$ cat src/rtl/el2_pmp_chan_arb.sv
// Round-robin arbiter that time-shares one el2_pmp check channel among NUM_REQ
// requesters, with one check outstanding and a re-check on PMP CSR updates.

package el2_pmp_chan_arb_pkg;

    typedef enum logic [1:0] {
        READ  = 2'b00,
        WRITE = 2'b01,
        EXEC  = 2'b10
    } el2_pmp_type_pkt_t;

endpackage : el2_pmp_chan_arb_pkg

module el2_pmp_chan_arb
    import el2_pmp_chan_arb_pkg::*;
#(
    parameter int NUM_REQ = 3,
    parameter int IDX_W   = $clog2(NUM_REQ)
) (
    input  logic                          clk,
    input  logic                          rst_l,

    input  logic [NUM_REQ-1:0]            req_valid,
    input  logic [NUM_REQ-1:0][31:0]      req_addr,
    input  el2_pmp_type_pkt_t [NUM_REQ-1:0] req_type,
    output logic [NUM_REQ-1:0]            req_ready,

    output logic [NUM_REQ-1:0]            rsp_valid,
    output logic                          rsp_err,
    input  logic [NUM_REQ-1:0]            rsp_ready,

    input  logic                          pmp_cfg_upd,
    output logic [31:0]                   pmp_chan_addr,
    output el2_pmp_type_pkt_t             pmp_chan_type,
    input  logic                          pmp_chan_err,

    output logic                          busy
);

    typedef enum logic [1:0] {
        IDLE  = 2'b00,
        CHECK = 2'b01,
        RESP  = 2'b10
    } state_e;

    state_e               state;
    logic [IDX_W-1:0]     rr_ptr;
    logic [IDX_W-1:0]     gnt_idx;

    logic                 arb_hit;
    logic [IDX_W-1:0]     arb_idx;
    logic [NUM_REQ-1:0]   arb_onehot;
    logic [IDX_W-1:0]     rr_ptr_nxt;
    logic [NUM_REQ-1:0]   gnt_onehot;
    logic                 accept;

    // Search starts at rr_ptr and wraps, so the most recent winner is tried last.
    // NOTE: every signal driven here gets a default first so no latch is inferred.
    always_comb begin
        int cand;
        arb_hit = 1'b0;
        arb_idx = '0;
        cand    = 0;
        for (int i = 0; i < NUM_REQ; i++) begin
            cand = (int'(rr_ptr) + i) % NUM_REQ;
            if (!arb_hit && req_valid[IDX_W'(cand)]) begin
                arb_hit = 1'b1;
                arb_idx = IDX_W'(cand);
            end
        end
    end

    assign arb_onehot = arb_hit ? (NUM_REQ'(1) << arb_idx) : '0;
    assign gnt_onehot = NUM_REQ'(1) << gnt_idx;

    assign rr_ptr_nxt = (arb_idx == IDX_W'(NUM_REQ - 1)) ? '0 : arb_idx + IDX_W'(1);

    // Gating with rst_l keeps the combinational grant low while reset is held,
    // since the IDLE state alone would otherwise let it follow req_valid.
    // A CSR write in the acceptance cycle would race the registered check, so
    // acceptance is deferred one cycle.
    assign req_ready = (state == IDLE && !pmp_cfg_upd && rst_l) ? arb_onehot : '0;
    assign accept    = |req_ready;

    assign busy = (state != IDLE);

    // NOTE: sequential state uses non-blocking assignments only, so every flop
    // samples pre-edge values regardless of statement order.
    always_ff @(posedge clk or negedge rst_l) begin
        if (!rst_l) begin
            state         <= IDLE;
            rr_ptr        <= '0;
            gnt_idx       <= '0;
            rsp_valid     <= '0;
            rsp_err       <= 1'b0;
            pmp_chan_addr <= '0;
            pmp_chan_type <= READ;
        end else begin
            case (state)
                IDLE: begin
                    if (accept) begin
                        pmp_chan_addr <= req_addr[arb_idx];
                        pmp_chan_type <= req_type[arb_idx];
                        gnt_idx       <= arb_idx;
                        rr_ptr        <= rr_ptr_nxt;
                        state         <= CHECK;
                    end
                end

                // A CSR update makes this cycle's result untrustworthy; hold the
                // channel and sample again once the configuration is quiet.
                CHECK: begin
                    if (!pmp_cfg_upd) begin
                        rsp_err   <= pmp_chan_err;
                        rsp_valid <= gnt_onehot;
                        state     <= RESP;
                    end
                end

                RESP: begin
                    if (rsp_ready[gnt_idx]) begin
                        rsp_valid <= '0;
                        rsp_err   <= 1'b0;
                        state     <= IDLE;
                    end
                end

                default: begin
                    rsp_valid <= '0;
                    state     <= IDLE;
                end
            endcase
        end
    end

`ifndef SYNTHESIS
    a_req_ready_onehot: assert property (
        @(posedge clk) disable iff (!rst_l) $onehot0(req_ready));

    a_rsp_valid_onehot: assert property (
        @(posedge clk) disable iff (!rst_l) $onehot0(rsp_valid));

    a_rsp_valid_in_resp: assert property (
        @(posedge clk) disable iff (!rst_l) (state != RESP) |-> (rsp_valid == '0));
`endif

endmodule : el2_pmp_chan_arb

$ cat config.mk
export PLATFORM = sky130hd
export DESIGN_NAME = el2_pmp_chan_arb
export DESIGN_NICKNAME = d
export VERILOG_FILES = /design/src/rtl/el2_pmp_chan_arb.sv
export SDC_FILE = /design/constraint.sdc
export NUM_CORES = 1
export LEC_CHECK = 0
export ABC_AREA = 1
export ABC_CLOCK_PERIOD_IN_PS = 3220
export CELL_PAD_IN_SITES_DETAIL_PLACEMENT = 1
export CELL_PAD_IN_SITES_GLOBAL_PLACEMENT = 2
export CORE_AREA = 2 2 130 132
export CTS_BUF_LIST = sky130_fd_sc_hd__clkbuf_8 sky130_fd_sc_hd__clkbuf_16
export DETAILED_ROUTE_END_ITERATION = 10
export DIE_AREA = 0 0 132 134
export GPL_TIMING_DRIVEN = 0
export PLACE_DENSITY = 0.75
export SYNTH_ARGS = -nofsm -noshare
export SYNTH_HDL_FRONTEND = slang
export SYNTH_SLANG_ARGS = --single-unit
$ cat constraint.sdc
create_clock -name clk -period 3.22 [get_ports clk]
set_clock_uncertainty 0.2 [all_clocks]
set_input_delay 0.483 -clock clk [delete_from_list [all_inputs] [get_ports clk]]
set_output_delay 0.483 -clock clk [all_outputs]
set_load 0.01 [all_outputs]
==> metrics.md <==
| Metric | Value |
|---|---|
| Layout net count | `789` |
| Top-count cell post-synth | `nand2_1` |
| Worst setup path class | `reg -> out` |
| Grt total ovfl | `0` |
| Final Wtd Congestion | `0.7932` |
| Area grow syn2layout | `62.24%` |
| GR Util All Layers | `13.78%` |
| Site Rows | `47` |
| Vias in the first global route | `3982` |
| Tcrit/Tclk final | `94.04%` |
| DIE WIDTH | `132 um` |
| DR WL/cell | `13.52 um` |
| Drt drc | `0` |
| WP buf/inv | `3` |
| CP max FO | `10` |
| Slowest cell on the critical path | `dfrtp_2` |
| Share of cells above drive strength 1 | `13.50%` |
| Crit path launch type | `register` |
| Max Cap Viol | `0` |
| Syn Inst Count | `506` |
| CTS buffer count | `5` |
| Max stage delay on crit path | `0.44 ns` |
| CP Depth | `10` |
| R2r worst-path depth | `14` |
| Met2 Use GR | `25.52%` |
| Post-synthesis area per instance | `6.634 um2` |
| Crit. End Element | `output port` |
| Synth top area share | `32.80%` |
| FFs w/ async S/R, synth | `100.0%` |
| Worst setup margin | `0.1919 ns` |
| Dpl hpwl | `10050 um` |
| Fin cells | `894` |
| Clock Latency Late Sink | `0.28 ns` |
| Routed Antenna Nets | `0` |
| Worst path top cell family by delay | `buffers and inverters` |
| Synthesized area | `3357 um2` |
| Die ar. | `17690 um2` |
| Initial drt markers | `73` |
| Worst vdd ir | `398.7 uV` |
| CTS H-tree lvls | `2` |
| TritonCTS clock tree | `done` |
| Max clock buf depth | `2` |
| Tmin final | `3.028 ns` |
| WP data arrival | `2.35 ns` |
| Main area contributors after synthesis | `dfrtp_1 33%, nand2_1 21%, nand3_1 13%, inv_1 9.5%, nand3_2 8.3%` |
| Share of the yosys chip area belonging to registers | `32.80%` |
| Critical Path RT | `2.54 ns` |
| Primary FF master, synth | `dfrtp_1` |
| Worst Hold Class | `in -> async` |
| Final Setup Violations | `0` |
| Starting Density | `20.61%` |
| Most common library cells after synthesis | `190 x nand2_1, 86 x nand3_1, 85 x inv_1, 44 x dfrtp_1, 28 x nand3_2` |
| PortBufs | `153` |
| Slew Limit Fails | `0` |
| Grt met1 use | `16.06%` |
| Met3 global-route usage | `3.968%` |
| FF+latch count, synth | `44` |
| Ant diodes | `0` |
| Slew headroom | `69.92%` |
| Total power per unit cell area | `924.7 nW/um2` |
| Yosys top cell by area | `dfrtp_1` |
| Largest net degree at the start of global routing | `40` |
| Final Hold Vio Count | `0` |
| CORE AREA | `16290 um2` |
| GRT busiest layer | `met2` |
| Dpl ws | `-0.3217 ns` |
| Max Fclk | `0.3302 GHz` |
| Crit-path cells | `ha_4, inv_2, nand2_1, nand2_1, a21oi_4, nand4_1, nand2_4, buf_2, nor2_2, dlygate4sd2_1` |
| Ys Warns | `0` |
| Syn Nets | `622` |
| Antenna violations before repair | `0` |
| Power, Total | `0.005036 W` |
| Slew @ Worst Pin | `0.4465 ns` |
| RSZ-0062 raised after global routing | `no` |
| Number of enable flip-flop cells after synthesis | `0` |
| Fill count | `2012` |
| Static Leak | `2.853 nW` |
| I/O pins | `154` |
| Pre-antenna DRT Iters | `4` |
| Status | `complete, no violations` |
| First-pass GRT wire length | `19820 um` |
| CTS Root Cell | `clkbuf_16` |
| DR vias/cell | `4.142` |
| Sink Count | `44` |
| WHS | `0.003382 ns` |
| Clock Pin Slew Worst Setup and Hold Paths | `0.07 ns` |
| Vias | `3703` |
| Synth unique cells | `26` |
| Die H | `134 um` |
| Placed cell count | `880` |
| CP dominant cell by count | `nand2_1` |
| WL final | `12090 um` |
==> worst paths after layout <==
kind | start | endpoint | slack [ns]
hold / removal | rst_l | gnt_idx[1] | 0.003
min in group clk | pmp_chan_addr[7] | pmp_chan_addr[7] | 0.31
setup reg to reg | rr_ptr[1] | pmp_chan_addr[23] | 0.76
max in group asynchronous | rst_l | state[0] | 2.15
setup / recovery | rr_ptr[1] | req_ready[2] | 0.19
hold reg to reg | pmp_chan_addr[7] | pmp_chan_addr[7] | 0.31
==> per-layer routing <==
metal,routed length (um),vias up
met5,0,-
met4,69,0
met3,809,4
met2,6089,92
met1,5118,1717
li1,-,1890
==> registers in the layout (all words and copies together), names as in the netlist <==
name	flops
rsp_valid	3
pmp_chan_addr	32
rr_ptr	2
gnt_idx	2
rsp_err	1
state	2
pmp_chan_type	2
==> layout by cell type, fill, tap and decap left out, types with 3 or more instances in the layout <==
master	synthesis	routed
nand3_1	86	85
nand4_1	4	4
buf_2	14	15
inv_2	6	7
clkbuf_16	0	5
nor2_1	11	9
buf_4	1	7
inv_1	85	84
clkdlybuf4s50_1	0	149
dfrtp_1	44	43
nand2_1	190	189
buf_6	5	3
nand3_2	28	29
o21ai_0	7	7
nand2_4	4	5
clkbuf_1	3	3
nand2_2	3	3
==> final cells by class <==
class / instances / area, um2 / share of cell area [%]
clock inverter: 3 / 46.29 / 0.8500
inverter: 91 / 341.6 / 6.272
multi-input combinational: 346 / 1782 / 32.71
buffer: 24 / 172.7 / 3.170
clock buffer: 5 / 125.1 / 2.297
timing repair buffer: 161 / 1602 / 29.41
tap: 220 / 275.3 / 5.054
sequential: 44 / 1102 / 20.24
==> power by group <==
group	internal [W]	total [W]	switching [W]	leakage (nW)
clock network	0.000369	0.000595	0.000226	0.0804
registers	0.000809	0.000980	0.000170	0.557
logic	0.00150	0.00346	0.00196	2.22
total	0.00268	0.00504	0.00236	2.85
==> kinds of logic after synthesis <==
family / Yosys count / share of synthesized area [%]
AND/OR/NAND/NOR: 329 / 47.63
buffers and inverters: 116 / 15.39
flip-flops: 44 / 32.80
AO/OA/AOI/OAI: 12 / 2.386
adder cells (fa/ha/maj): 4 / 1.491
multiplexers: 1 / 0.2982
==> per-stage QoR <==
step	cell area [um2]	utilization, %	setup TNS, ns
floorplan	3357	-	0
global placement	5164	31.70	-46.30
detailed placement	5179	31.79	-0.6804
CTS	5408	33.20	-0.1688
global route	5446	33.44	0
finish	5446	33.44	0
==> repair_timing <==
action / CTS / global route
hold buffers: 1 / 0
endpoints found under the hold margin: 5 / 0
pin swaps: 4 / 3
resized for setup: 8 / 7
setup buffers: 4 / 2
setup endpoints to repair: 3 / 3
Power figures use the tool's default switching activity.
